### src/rtl/phy_dly_pkg.sv
// Shared definitions for the IOD delay-lane controller: command opcodes,
// controller state encoding and a lane-index width helper.
package phy_dly_pkg;

  typedef enum logic [1:0] {
    OP_LOAD = 2'b00,
    OP_INC  = 2'b01,
    OP_DEC  = 2'b10,
    OP_SET  = 2'b11
  } cmd_op_t;

  typedef enum logic [2:0] {
    S_IDLE,
    S_LOAD,
    S_SETUP,
    S_MOVE,
    S_SETTLE,
    S_FIN
  } state_t;

  // A single-lane build still needs a 1-bit lane field.
  function automatic int unsigned lane_w(input int unsigned num_lanes);
    return (num_lanes > 1) ? $clog2(num_lanes) : 1;
  endfunction

endpackage

### src/rtl/phy_dly_lane_ctrl_if.sv
// Command/completion bus of the delay-lane controller.
interface phy_dly_lane_ctrl_if #(
  parameter int unsigned NUM_LANES = 2,
  parameter int unsigned TAP_W     = 8
);
  localparam int unsigned LANE_W = phy_dly_pkg::lane_w(NUM_LANES);

  logic              CMD_VALID;
  logic              CMD_READY;
  logic [1:0]        CMD_OP;
  logic [LANE_W-1:0] CMD_LANE;
  logic [TAP_W-1:0]  CMD_VAL;
  logic              DONE;
  logic              ERR;

  modport master (
    output CMD_VALID, CMD_OP, CMD_LANE, CMD_VAL,
    input  CMD_READY, DONE, ERR
  );

  modport slave (
    input  CMD_VALID, CMD_OP, CMD_LANE, CMD_VAL,
    output CMD_READY, DONE, ERR
  );
endinterface

### src/rtl/phy_dly_settle_cnt.sv
// Loadable down-counter timing the idle gap after each delay-line pulse.
// Loaded the cycle before SETTLE starts; expired is high in the last SETTLE cycle.
module phy_dly_settle_cnt #(
  parameter int unsigned SETTLE_CYC = 4
) (
  input  logic clk,
  input  logic rst_n,
  input  logic load,
  output logic expired
);
  localparam int unsigned CNT_W = (SETTLE_CYC > 1) ? $clog2(SETTLE_CYC) : 1;
  localparam logic [CNT_W-1:0] LOAD_VAL = CNT_W'(SETTLE_CYC - 1);

  logic [CNT_W-1:0] cnt;

  // Count down from SETTLE_CYC-1 to zero and hold there.
  // NOTE: state registers use non-blocking assignment so every flop samples pre-edge values.
  always_ff @(posedge clk or negedge rst_n) begin
    if (!rst_n) begin
      cnt <= '0;
    end else if (load) begin
      cnt <= LOAD_VAL;
    end else if (cnt != '0) begin
      cnt <= cnt - 1'b1;
    end
  end

  assign expired = (cnt == '0);
endmodule

### src/rtl/phy_dly_lane_ctrl.sv
// Per-lane IOD delay-tap controller: executes LOAD/INC/DEC/SET commands as
// registered load/step pulses on one lane and tracks each lane's tap count.
module phy_dly_lane_ctrl
  import phy_dly_pkg::*;
#(
  parameter int unsigned NUM_LANES  = 2,
  parameter int unsigned TAP_W      = 8,
  parameter int unsigned MAX_TAP    = 127,
  parameter int unsigned INIT_TAP   = 1,
  parameter int unsigned SETTLE_CYC = 4
) (
  input  logic                       FAB_CLK,
  input  logic                       ARST_N,
  phy_dly_lane_ctrl_if.slave         bus,
  output logic [NUM_LANES*TAP_W-1:0] TAP_OUT,
  output logic [NUM_LANES-1:0]       DELAY_LINE_MOVE,
  output logic [NUM_LANES-1:0]       DELAY_LINE_DIRECTION,
  output logic [NUM_LANES-1:0]       DELAY_LINE_LOAD,
  input  logic [NUM_LANES-1:0]       DELAY_LINE_OUT_OF_RANGE
);
  localparam int unsigned LANE_W = lane_w(NUM_LANES);
  localparam logic [TAP_W-1:0] MAX_T  = TAP_W'(MAX_TAP);
  localparam logic [TAP_W-1:0] INIT_T = TAP_W'(INIT_TAP);

  state_t            state, state_nxt;
  cmd_op_t           op_q, cmd_op;
  logic [LANE_W-1:0] lane_q, lane_sel;
  logic [TAP_W-1:0]  val_q, tap_sel;
  logic              dir_q, dir_nxt, err_nxt, lane_bad;
  logic              tap_load, tap_step, settle_load, settle_expired;
  logic [NUM_LANES-1:0] lane_mask;
  logic [TAP_W-1:0]  tap [NUM_LANES];

  // In IDLE the lane comes straight from the bus; afterwards from the captured command.
  assign cmd_op    = cmd_op_t'(bus.CMD_OP);
  assign lane_sel  = (state == S_IDLE) ? bus.CMD_LANE : lane_q;
  assign lane_bad  = (32'(bus.CMD_LANE) >= NUM_LANES);
  assign tap_sel   = lane_bad && (state == S_IDLE) ? '0 : tap[lane_sel];
  assign lane_mask = NUM_LANES'(1) << lane_sel;

  phy_dly_settle_cnt #(.SETTLE_CYC(SETTLE_CYC)) u_settle (
    .clk     (FAB_CLK),
    .rst_n   (ARST_N),
    .load    (settle_load),
    .expired (settle_expired)
  );

  // Next-state, step direction, error and tap-update decisions.
  // NOTE: every signal gets a default before the case so no path infers a latch.
  always_comb begin
    state_nxt   = state;
    dir_nxt     = dir_q;
    err_nxt     = 1'b0;
    tap_load    = 1'b0;
    tap_step    = 1'b0;
    settle_load = 1'b0;
    case (state)
      S_IDLE: begin
        if (bus.CMD_VALID) begin
          if (lane_bad) begin
            state_nxt = S_FIN;
            err_nxt   = 1'b1;
          end else begin
            case (cmd_op)
              OP_LOAD: begin
                state_nxt = S_LOAD;
                tap_load  = 1'b1;
              end
              OP_INC: begin
                if (tap_sel >= MAX_T) begin
                  state_nxt = S_FIN;
                  err_nxt   = 1'b1;
                end else begin
                  state_nxt = S_SETUP;
                  dir_nxt   = 1'b1;
                end
              end
              OP_DEC: begin
                if (tap_sel == '0) begin
                  state_nxt = S_FIN;
                  err_nxt   = 1'b1;
                end else begin
                  state_nxt = S_SETUP;
                  dir_nxt   = 1'b0;
                end
              end
              OP_SET: begin
                if (bus.CMD_VAL > MAX_T) begin
                  state_nxt = S_FIN;
                  err_nxt   = 1'b1;
                end else if (bus.CMD_VAL == tap_sel) begin
                  state_nxt = S_FIN;
                end else begin
                  state_nxt = S_SETUP;
                  dir_nxt   = (bus.CMD_VAL > tap_sel);
                end
              end
            endcase
          end
        end
      end
      S_LOAD: begin
        state_nxt   = S_SETTLE;
        settle_load = 1'b1;
      end
      S_SETUP: begin
        state_nxt = S_MOVE;
        tap_step  = 1'b1;
      end
      S_MOVE: begin
        state_nxt   = S_SETTLE;
        settle_load = 1'b1;
      end
      S_SETTLE: begin
        if (settle_expired) begin
          if (DELAY_LINE_OUT_OF_RANGE[lane_q]) begin
            state_nxt = S_FIN;
            err_nxt   = 1'b1;
          end else if ((op_q == OP_SET) && (tap_sel != val_q)) begin
            state_nxt = S_SETUP;
            dir_nxt   = (val_q > tap_sel);
          end else begin
            state_nxt = S_FIN;
          end
        end
      end
      S_FIN:   state_nxt = S_IDLE;
      default: state_nxt = S_IDLE;
    endcase
  end

  // State register plus command capture on acceptance.
  always_ff @(posedge FAB_CLK or negedge ARST_N) begin
    if (!ARST_N) begin
      state  <= S_IDLE;
      op_q   <= OP_LOAD;
      lane_q <= '0;
      val_q  <= '0;
      dir_q  <= 1'b0;
    end else begin
      state <= state_nxt;
      dir_q <= dir_nxt;
      if ((state == S_IDLE) && bus.CMD_VALID) begin
        op_q   <= cmd_op;
        lane_q <= bus.CMD_LANE;
        val_q  <= bus.CMD_VAL;
      end
    end
  end

  // Tracked tap per lane: set on LOAD entry, stepped on MOVE entry.
  // NOTE: the tap array is a handful of flops, so it is reset like any other register.
  always_ff @(posedge FAB_CLK or negedge ARST_N) begin
    if (!ARST_N) begin
      for (int i = 0; i < NUM_LANES; i++) tap[i] <= INIT_T;
    end else if (tap_load) begin
      tap[lane_sel] <= INIT_T;
    end else if (tap_step) begin
      tap[lane_q] <= dir_q ? tap[lane_q] + 1'b1 : tap[lane_q] - 1'b1;
    end
  end

  // Outputs are registered from the next state so each pulse aligns with its state.
  always_ff @(posedge FAB_CLK or negedge ARST_N) begin
    if (!ARST_N) begin
      bus.CMD_READY        <= 1'b1;
      bus.DONE             <= 1'b0;
      bus.ERR              <= 1'b0;
      DELAY_LINE_MOVE      <= '0;
      DELAY_LINE_DIRECTION <= '0;
      DELAY_LINE_LOAD      <= '0;
    end else begin
      bus.CMD_READY        <= (state_nxt == S_IDLE);
      bus.DONE             <= (state_nxt == S_FIN);
      bus.ERR              <= err_nxt;
      DELAY_LINE_MOVE      <= (state_nxt == S_MOVE) ? lane_mask : '0;
      DELAY_LINE_DIRECTION <= (((state_nxt == S_SETUP) || (state_nxt == S_MOVE)) && dir_nxt)
                              ? lane_mask : '0;
      DELAY_LINE_LOAD      <= (state_nxt == S_LOAD) ? lane_mask : '0;
    end
  end

  for (genvar i = 0; i < NUM_LANES; i++) begin : g_tap_out
    assign TAP_OUT[i*TAP_W +: TAP_W] = tap[i];
  end
endmodule

### src/flat_wrapper.sv
// flat-port wrapper written by rule: the top's interface ports become plain ports
module phy_dly_lane_ctrl_flat import phy_dly_pkg::*;
#(
  parameter int unsigned NUM_LANES  = 2,
  parameter int unsigned TAP_W      = 8,
  parameter int unsigned MAX_TAP    = 127,
  parameter int unsigned INIT_TAP   = 1,
  parameter int unsigned SETTLE_CYC = 4
)
  (FAB_CLK, ARST_N, TAP_OUT, DELAY_LINE_MOVE, DELAY_LINE_DIRECTION, DELAY_LINE_LOAD, DELAY_LINE_OUT_OF_RANGE, bus_CMD_VALID, bus_CMD_OP, bus_CMD_LANE, bus_CMD_VAL, bus_CMD_READY, bus_DONE, bus_ERR);
  phy_dly_lane_ctrl_if #(.NUM_LANES(NUM_LANES), .TAP_W(TAP_W)) bus_i ();
  input  logic FAB_CLK;
  input  logic ARST_N;
  output logic [NUM_LANES*TAP_W-1:0] TAP_OUT;
  output logic [NUM_LANES-1:0] DELAY_LINE_MOVE;
  output logic [NUM_LANES-1:0] DELAY_LINE_DIRECTION;
  output logic [NUM_LANES-1:0] DELAY_LINE_LOAD;
  input  logic [NUM_LANES-1:0] DELAY_LINE_OUT_OF_RANGE;
  input wire logic [$bits(bus_i.CMD_VALID)-1:0] bus_CMD_VALID;
  input wire logic [$bits(bus_i.CMD_OP)-1:0] bus_CMD_OP;
  input wire logic [$bits(bus_i.CMD_LANE)-1:0] bus_CMD_LANE;
  input wire logic [$bits(bus_i.CMD_VAL)-1:0] bus_CMD_VAL;
  output wire logic [$bits(bus_i.CMD_READY)-1:0] bus_CMD_READY;
  output wire logic [$bits(bus_i.DONE)-1:0] bus_DONE;
  output wire logic [$bits(bus_i.ERR)-1:0] bus_ERR;
  assign bus_i.CMD_VALID = bus_CMD_VALID;
  assign bus_i.CMD_OP = bus_CMD_OP;
  assign bus_i.CMD_LANE = bus_CMD_LANE;
  assign bus_i.CMD_VAL = bus_CMD_VAL;
  assign bus_CMD_READY = bus_i.CMD_READY;
  assign bus_DONE = bus_i.DONE;
  assign bus_ERR = bus_i.ERR;
  phy_dly_lane_ctrl #(.NUM_LANES(NUM_LANES), .TAP_W(TAP_W), .MAX_TAP(MAX_TAP), .INIT_TAP(INIT_TAP), .SETTLE_CYC(SETTLE_CYC)) u_core (.FAB_CLK(FAB_CLK), .ARST_N(ARST_N), .bus(bus_i), .TAP_OUT(TAP_OUT), .DELAY_LINE_MOVE(DELAY_LINE_MOVE), .DELAY_LINE_DIRECTION(DELAY_LINE_DIRECTION), .DELAY_LINE_LOAD(DELAY_LINE_LOAD), .DELAY_LINE_OUT_OF_RANGE(DELAY_LINE_OUT_OF_RANGE));
endmodule
### config.mk
export PLATFORM = sky130hd
export DESIGN_NAME = phy_dly_lane_ctrl_flat
export DESIGN_NICKNAME = d
export VERILOG_FILES = /design/src/rtl/phy_dly_pkg.sv /design/src/rtl/phy_dly_lane_ctrl_if.sv /design/src/rtl/phy_dly_settle_cnt.sv /design/src/rtl/phy_dly_lane_ctrl.sv /design/src/flat_wrapper.sv
export SDC_FILE = /design/constraint.sdc
export NUM_CORES = 1
export LEC_CHECK = 0
export BUFFER_PORTS_ARGS = -buffer_cell sky130_fd_sc_hd__buf_2
export CAP_MARGIN = 10
export CORE_MARGIN = 8
export CORE_UTILIZATION = 55
export CTS_BUF_LIST = sky130_fd_sc_hd__clkbuf_8 sky130_fd_sc_hd__clkbuf_16
export CTS_CLUSTER_DIAMETER = 30
export DETAILED_ROUTE_END_ITERATION = 12
export PLACE_DENSITY = 0.77
export SLEW_MARGIN = 20
export SYNTH_ARGS = -nofsm -noshare
export SYNTH_HDL_FRONTEND = slang
export SYNTH_SLANG_ARGS = --single-unit
### constraint.sdc
create_clock -name FAB_CLK -period 9.6 [get_ports FAB_CLK]
set_input_delay 1.44 -clock FAB_CLK [delete_from_list [all_inputs] [get_ports FAB_CLK]]
set_output_delay 1.44 -clock FAB_CLK [all_outputs]
set_load 0.03 [all_outputs]
After elaboration in Yosys (flattened, before gate mapping)
Index checks and enable logic that the tools add are counted.
{ "totals": {"ff_bits": 42, "latchBits": 0, "ramBits": 0, "romBits": 0, "output_inout_bits": 25, "elab_cells": 116, "mem_count": 0} }
{ "classes": {"n_addsub": 3, "multipliers": 0, "div": 0, "magnitude_cmp": 9, "eq_ne": 14, "n_shift": 1, "muxes": 55, "n_bitwise": 5, "reduce_logical": 15} }
{ "ops": {"columns": ["op", "count"], "rows": [
  ["$mux 8", 9],
  ["$mux 16", 2],
  ["$mux 3", 8],
  ["$pmux 3 s4", 2],
  ["$mux 1", 22],
  ["$bwmux 16", 1],
  ["$demux 8 s1", 2],
  ["$gt 8x8->1", 2],
  ["$and 14x14->14", 1],
  ["$not 14->14", 1],
  ["$eq 3x2->1 const B", 4],
  ["$mux 2", 5],
  ["$add 8x1->8 const B", 1],
  ["$eq 8x8->1", 1],
  ["$ge 8x7->1 const B", 1],
  ["$gt 8x7->1 const B", 1],
  ["$logic_not 8->1", 1],
  ["$ne 8x8->1", 1],
  ["$sub 8x1->8 const B", 1],
  ["$eq 2x2->1 const B", 3],
  ["$eq 3x1->1 const B", 2],
  ["$eq 3x3->1 const B", 2],
  ["$logic_not 3->1", 2],
  ["$pmux 1 s3", 2],
  ["other kinds (14)", 25]
]} }

Depth between registers and ports, before layout
{ "depth": {"ltp_word": 16, "ltp_mapped": 13, "mapped_depth_nobuf": 11} }

Modules after synthesis
From an unflattened synthesis, not the netlist that was laid out.
{ "hier_totals": {"hier_cells": 278, "hier_area_um2": 2745.1} }
{ "by_module_without_submodules": {"columns": ["mod", "instances", "cells_per_inst", "area_per_inst_um2"], "rows": [
  ["phy_dly_lane_ctrl", 1, 269, 2647.5],
  ["phy_dly_settle_cnt", 1, 9, 97.6]
]} }

Worst setup path before layout
Ideal clock, no wire load.
{ "synth_timing": {"path_kind": "input-to-reg", "start": "input port bus_CMD_LANE", "end": "register u_core.DELAY_LINE_DIRECTION[0]", "arrival_time_ps": 3981, "required_time_ps": 9480, "path_slack_ps": 5500, "cell_stages": 11, "n_path_buf": 1, "path_cell_list": "or4b_4 > and2_4 > buf_4 > mux2i_1 > ha_1 > nand4_1 > or2_2 > o311a_1 > o32a_1 > nor4_2 > and3b_1"} }
{ "synth_via": {"elab_chain_cells": 15, "word_cells_on_any_way": 38} }
{ "synth_rtl": {"columns": ["element", "line", "rtl"], "rows": [
  ["start: declaration", "flat_wrapper.sv:21", "input wire logic [$bits(bus_i.CMD_LANE)-1:0] bus_CMD_LANE;"],
  ["$mux 1 (*)", "phy_dly_lane_ctrl.sv:36", "assign lane_sel = (state == S_IDLE) ? bus.CMD_LANE : lane_q;"],
  ["branches (longest 13 deep; another with $ge 8x7->1)", null, null],
  ["$mux 2 (*)", "phy_dly_lane_ctrl.sv:178", "? lane_mask : '0;"],
  ["end signal: assignment", "phy_dly_lane_ctrl.sv:177", "DELAY_LINE_DIRECTION <= (((state_nxt == S_SETUP) || (state_nxt == S_MOVE)) && dir_nxt)"],
  ["end: declaration", "phy_dly_lane_ctrl.sv:17", "output logic [NUM_LANES-1:0] DELAY_LINE_DIRECTION,"]
]} }
Mark *: on every way between the ends. The select of a mux whose other input is x is not followed.
A chain may end at the register's enable or synchronous reset.

Worst setup path after layout
Same ends and word-level chain as after synthesis.

==> flow_metrics.env <==
export IMPL_leakage_uw=0.00150
export IMPL_synth_seq_area_share_pct=38.9
export IMPL_die_width_um=86.2
export IMPL_synth_ff_latch_count=42
export IMPL_track_usage_pct=18.5
export IMPL_synth_warning_count=0
export IMPL_crit_path_start_kind="primary input"
export IMPL_postSynth_topFlopCell="sky130_fd_sc_hd__dfrtp_1"
export IMPL_post_synth_instance_area_um2=2710
export IMPL_antenna_violating_nets_post_route=0
export IMPL_worst_path_max_fanout=13
export IMPL_design_die_area_um2=7430
export IMPL_timing_critical_path_to_type="flip-flop"
export IMPL_setup_worst_path_class="primary input to flip-flop"
export IMPL_worst_path_buf_inv=1
export IMPL_period_needed_ns=4.04
export IMPL_outcome="complete, no violations"
export IMPL_min_delay_path_class="flip-flop to flip-flop"
export IMPL_fin_crit_sh_pct=42.1
export IMPL_maxCapViolations=0
export IMPL_floorplan_io_pins=41
export IMPL_finalHoldWorstSlack_ns=0.476
export IMPL_irDropWorstVdd_mv=0.256
export IMPL_number_of_buffers_inserted_during_clock_tree_synthesis=5
export IMPL_final_util_pct=64.2
export IMPL_power_density_normalized_to_cell_area_nw_per_um2=406
export IMPL_root_buffer="sky130_fd_sc_hd__clkbuf_8"
export IMPL_cts_tree="yes"
export IMPL_fin_tns_setup_ns=0
export IMPL_timing_max_slew_rel_slack_pct=39.0
export IMPL_die_height_um=86.2
export IMPL_grt_pass1_wl_um=11000
export IMPL_portBuffers=40
export IMPL_cts_root_to_sink_buffers=2
export IMPL_cp_required_ns=9.79
export IMPL_cpLargestDelayFamily="simple AND/OR/NAND/NOR gates"
export IMPL_synth_enable_flop_cells=0
export IMPL_total_via_count_in_the_routed_design=2321
export IMPL_hpwl_um=4940
export IMPL_synthesis_instances=292
export IMPL_gp_congestion=0.883
export IMPL_unrepaired_setup_endpoints_after_global_routing="no"
export IMPL_gr_total_overflow=0
export IMPL_drt_initial_drc_count=215
export IMPL_place_area_um2=2940
export IMPL_worstPathCellList="buf_2 -> or4b_4 -> and2_4 -> mux2i_1 -> ha_1 -> nand4_1 -> or2_2 -> o311a_1 -> o32a_1 -> nor4_2 -> and3b_1"
export IMPL_share_of_cells_above_drive_strength_1_pct=22.2
export IMPL_syn_nets=330
export IMPL_initial_utilization_pct=57.4
export IMPL_drt_total_wl_um=6570
export IMPL_setup_viol=0
export IMPL_core_area_um2=4720
export IMPL_first_global_vias=2224
export IMPL_timing_worst_slew_pin_value_ns=0.908
export IMPL_route_detailed_drc=0
export IMPL_post_cts_resize_count=0
export IMPL_antenna_found_initial=0
export IMPL_layout_nets=366
export IMPL_ctsHoldBuffers=0
export IMPL_antennaDiodeCount=0
export IMPL_finalHoldViolCount=0
export IMPL_number_of_standard_cell_rows_in_the_floorplan=25
export IMPL_ctsHtreeMaxLevel=2
export IMPL_timing_max_transition_violations_final=0
export IMPL_clk_latency_ns=0.30
export IMPL_areaGrowthSynthToFinish_pct=11.8
export IMPL_synth_cell_type_count=53
export IMPL_timing_critical_path_arrival_ns=4.23
export IMPL_synth_async_sr_flop_share_pct=100
export IMPL_max_freq_ghz=0.247
export IMPL_final_design_area_no_fill_um2=3030
export IMPL_postSynthAreaPerCell_um2=9.28
export IMPL_cp_slowest_cell="sky130_fd_sc_hd__or4b_4"
export IMPL_post_cts_buffers=0
export IMPL_skew_ns=0.00746
export IMPL_clk_pin_slew_worst_paths_ns=0.08
export IMPL_grt_start_max_net_pins=43
export IMPL_viasPerCell=5.86
export IMPL_cpPeakStageDelay_ns=0.48
export IMPL_tritoncts_num_sinks=42
export IMPL_detailedRoute_firstPassIterationCount=5
export IMPL_wl_per_cell_um=16.6
==> layout by cell type, fill, tap and decap left out, types with 3 or more instances in the layout <==
| cell | netlist | routed |
|---|---|---|
| sky130_fd_sc_hd__nand2_1 | 58 | 58 |
| sky130_fd_sc_hd__xnor2_1 | 6 | 6 |
| sky130_fd_sc_hd__a31oi_1 | 4 | 4 |
| sky130_fd_sc_hd__ha_1 | 21 | 21 |
| sky130_fd_sc_hd__clkbuf_8 | 0 | 5 |
| sky130_fd_sc_hd__nor2_1 | 18 | 18 |
| sky130_fd_sc_hd__dfrtp_1 | 39 | 39 |
| sky130_fd_sc_hd__mux2i_1 | 9 | 9 |
| sky130_fd_sc_hd__buf_2 | 1 | 40 |
| sky130_fd_sc_hd__inv_1 | 14 | 14 |
| sky130_fd_sc_hd__dfstp_2 | 3 | 3 |
| sky130_fd_sc_hd__a21oi_1 | 10 | 10 |
| sky130_fd_sc_hd__and4_1 | 3 | 3 |
| sky130_fd_sc_hd__o31ai_1 | 3 | 3 |
| sky130_fd_sc_hd__nor3_1 | 6 | 6 |
| sky130_fd_sc_hd__xor2_1 | 4 | 4 |
| sky130_fd_sc_hd__nor4_1 | 5 | 5 |
| sky130_fd_sc_hd__or2_2 | 3 | 3 |
| sky130_fd_sc_hd__mux2_2 | 9 | 9 |
| sky130_fd_sc_hd__o22ai_1 | 9 | 9 |
| sky130_fd_sc_hd__o21ai_0 | 15 | 15 |
==> state kept, by name (all words and copies together), names as in the netlist <==
name,count
u_core.lane_q,1
u_core.bus.ERR,1
u_core.bus.CMD_READY,1
u_core.DELAY_LINE_LOAD,2
u_core.op_q,2
u_core.val_q,8
u_core.u_settle.cnt,2
u_core.dir_q,1
u_core.TAP_OUT,16
u_core.DELAY_LINE_DIRECTION,2
u_core.bus.DONE,1
u_core.DELAY_LINE_MOVE,2
u_core.state,3
==> through the flow <==
step	instances	setup WS, ns	total power [µW]
6_report	396	5.56	1230
5_1_grt	396	5.44	1340
4_1_cts	396	5.60	1230
3_5_place_dp	388	5.29	1110
3_3_place_gp	388	5.41	1090
2_1_floorplan	292	5.50	934
==> cell usage after synthesis (2+ instances only) <==
cell type | n | area, µm²
sky130_fd_sc_hd__nand2_1 | 58 | 218
sky130_fd_sc_hd__dfrtp_1 | 39 | 976
sky130_fd_sc_hd__ha_1 | 21 | 263
sky130_fd_sc_hd__nor2_1 | 18 | 67.6
sky130_fd_sc_hd__o21ai_0 | 15 | 75.1
sky130_fd_sc_hd__inv_1 | 14 | 52.6
sky130_fd_sc_hd__a21oi_1 | 10 | 50.1
sky130_fd_sc_hd__mux2_2 | 9 | 101
sky130_fd_sc_hd__mux2i_1 | 9 | 90.1
sky130_fd_sc_hd__o22ai_1 | 9 | 56.3
sky130_fd_sc_hd__clkbuf_1 | 8 | 30.0
sky130_fd_sc_hd__nor3_1 | 6 | 30.0
sky130_fd_sc_hd__xnor2_1 | 6 | 52.6
sky130_fd_sc_hd__nor4_1 | 5 | 31.3
sky130_fd_sc_hd__a31oi_1 | 4 | 25.0
sky130_fd_sc_hd__xor2_1 | 4 | 35.0
sky130_fd_sc_hd__and4_1 | 3 | 26.3
sky130_fd_sc_hd__dfstp_2 | 3 | 78.8
sky130_fd_sc_hd__o31ai_1 | 3 | 22.5
sky130_fd_sc_hd__or2_2 | 3 | 18.8
sky130_fd_sc_hd__a211oi_1 | 2 | 15.0
sky130_fd_sc_hd__a21o_1 | 2 | 15.0
sky130_fd_sc_hd__a41oi_1 | 2 | 17.5
sky130_fd_sc_hd__and2_1 | 2 | 12.5
sky130_fd_sc_hd__mux2_4 | 2 | 30.0
sky130_fd_sc_hd__nand3_1 | 2 | 10.0
sky130_fd_sc_hd__nand3b_1 | 2 | 15.0
sky130_fd_sc_hd__nand4_1 | 2 | 12.5
sky130_fd_sc_hd__nor2b_1 | 2 | 12.5
sky130_fd_sc_hd__nor3b_1 | 2 | 15.0
sky130_fd_sc_hd__nor4_2 | 2 | 25.0
sky130_fd_sc_hd__o21bai_1 | 2 | 15.0
==> final cells by class <==
| type | instances | area (µm²) |
|---|---|---|
| fill | 414 | 1690 |
| multi-input combinational | 225 | 1550 |
| sequential | 42 | 1050 |
| timing repair buffer | 40 | 200 |
| tap | 67 | 83.8 |
| clock buffer | 5 | 68.8 |
| inverter | 14 | 52.6 |
| clock inverter | 3 | 21.3 |
==> worst paths after layout <==
kind                                             from                                        to  slack, ns  depth (start not counted)
hold / removal             u_core.op_q[1]$_DFFE_PN0P_                u_core.op_q[1]$_DFFE_PN0P_       0.48                          2
setup reg to reg            u_core.state[1]$_DFF_PN0_  u_core.DELAY_LINE_DIRECTION[0]$_DFF_PN0_       6.21                         10
max in group asynchronous                      ARST_N                 u_core.bus.DONE$_DFF_PN0_       7.77                          1
hold reg to reg            u_core.op_q[1]$_DFFE_PN0P_                u_core.op_q[1]$_DFFE_PN0P_       0.48                          2
setup / recovery                         bus_CMD_LANE  u_core.DELAY_LINE_DIRECTION[0]$_DFF_PN0_       5.56                         11
min in group asynchronous                      ARST_N            u_core.TAP_OUT[12]$_DFFE_PN0P_       1.27                          1
==> per-layer routing <==
layer  GRT usage [%]  vias to the layer above  wire length (µm)
met5               0                        -                 0
met4            5.16                        0                70
met3            4.35                        9               337
met2            29.3                       78              3150
met1            24.6                     1117              3010
li1                -                     1117                 -
==> kinds of logic after synthesis <==
family | after synthesis | synth area share (%)
AOI/OAI and AO/OA | 59 | 14.6
xor gates and xnor gates | 10 | 3.23
adders and majority gates | 22 | 10.4
buffers and inverters | 25 | 3.92
DFF | 42 | 38.9
muxes | 20 | 8.17
and+or+nand+nor | 114 | 20.7
==> power by group <==
group	switching (µW)	internal [µW]	total, µW	leakage [µW]
combinational	453	314	767	0.000928
clock	62.6	51.1	114	0.0000441
sequential	95.9	255	351	0.000528
==> worst min-delay path: stages (launching register included) <==
cell                      delay [ns]
sky130_fd_sc_hd__dfrtp_1        0.34
sky130_fd_sc_hd__nand2_1        0.05
sky130_fd_sc_hd__nand2_1        0.05
No activity file was read; power rests on OpenSTA's default activity.
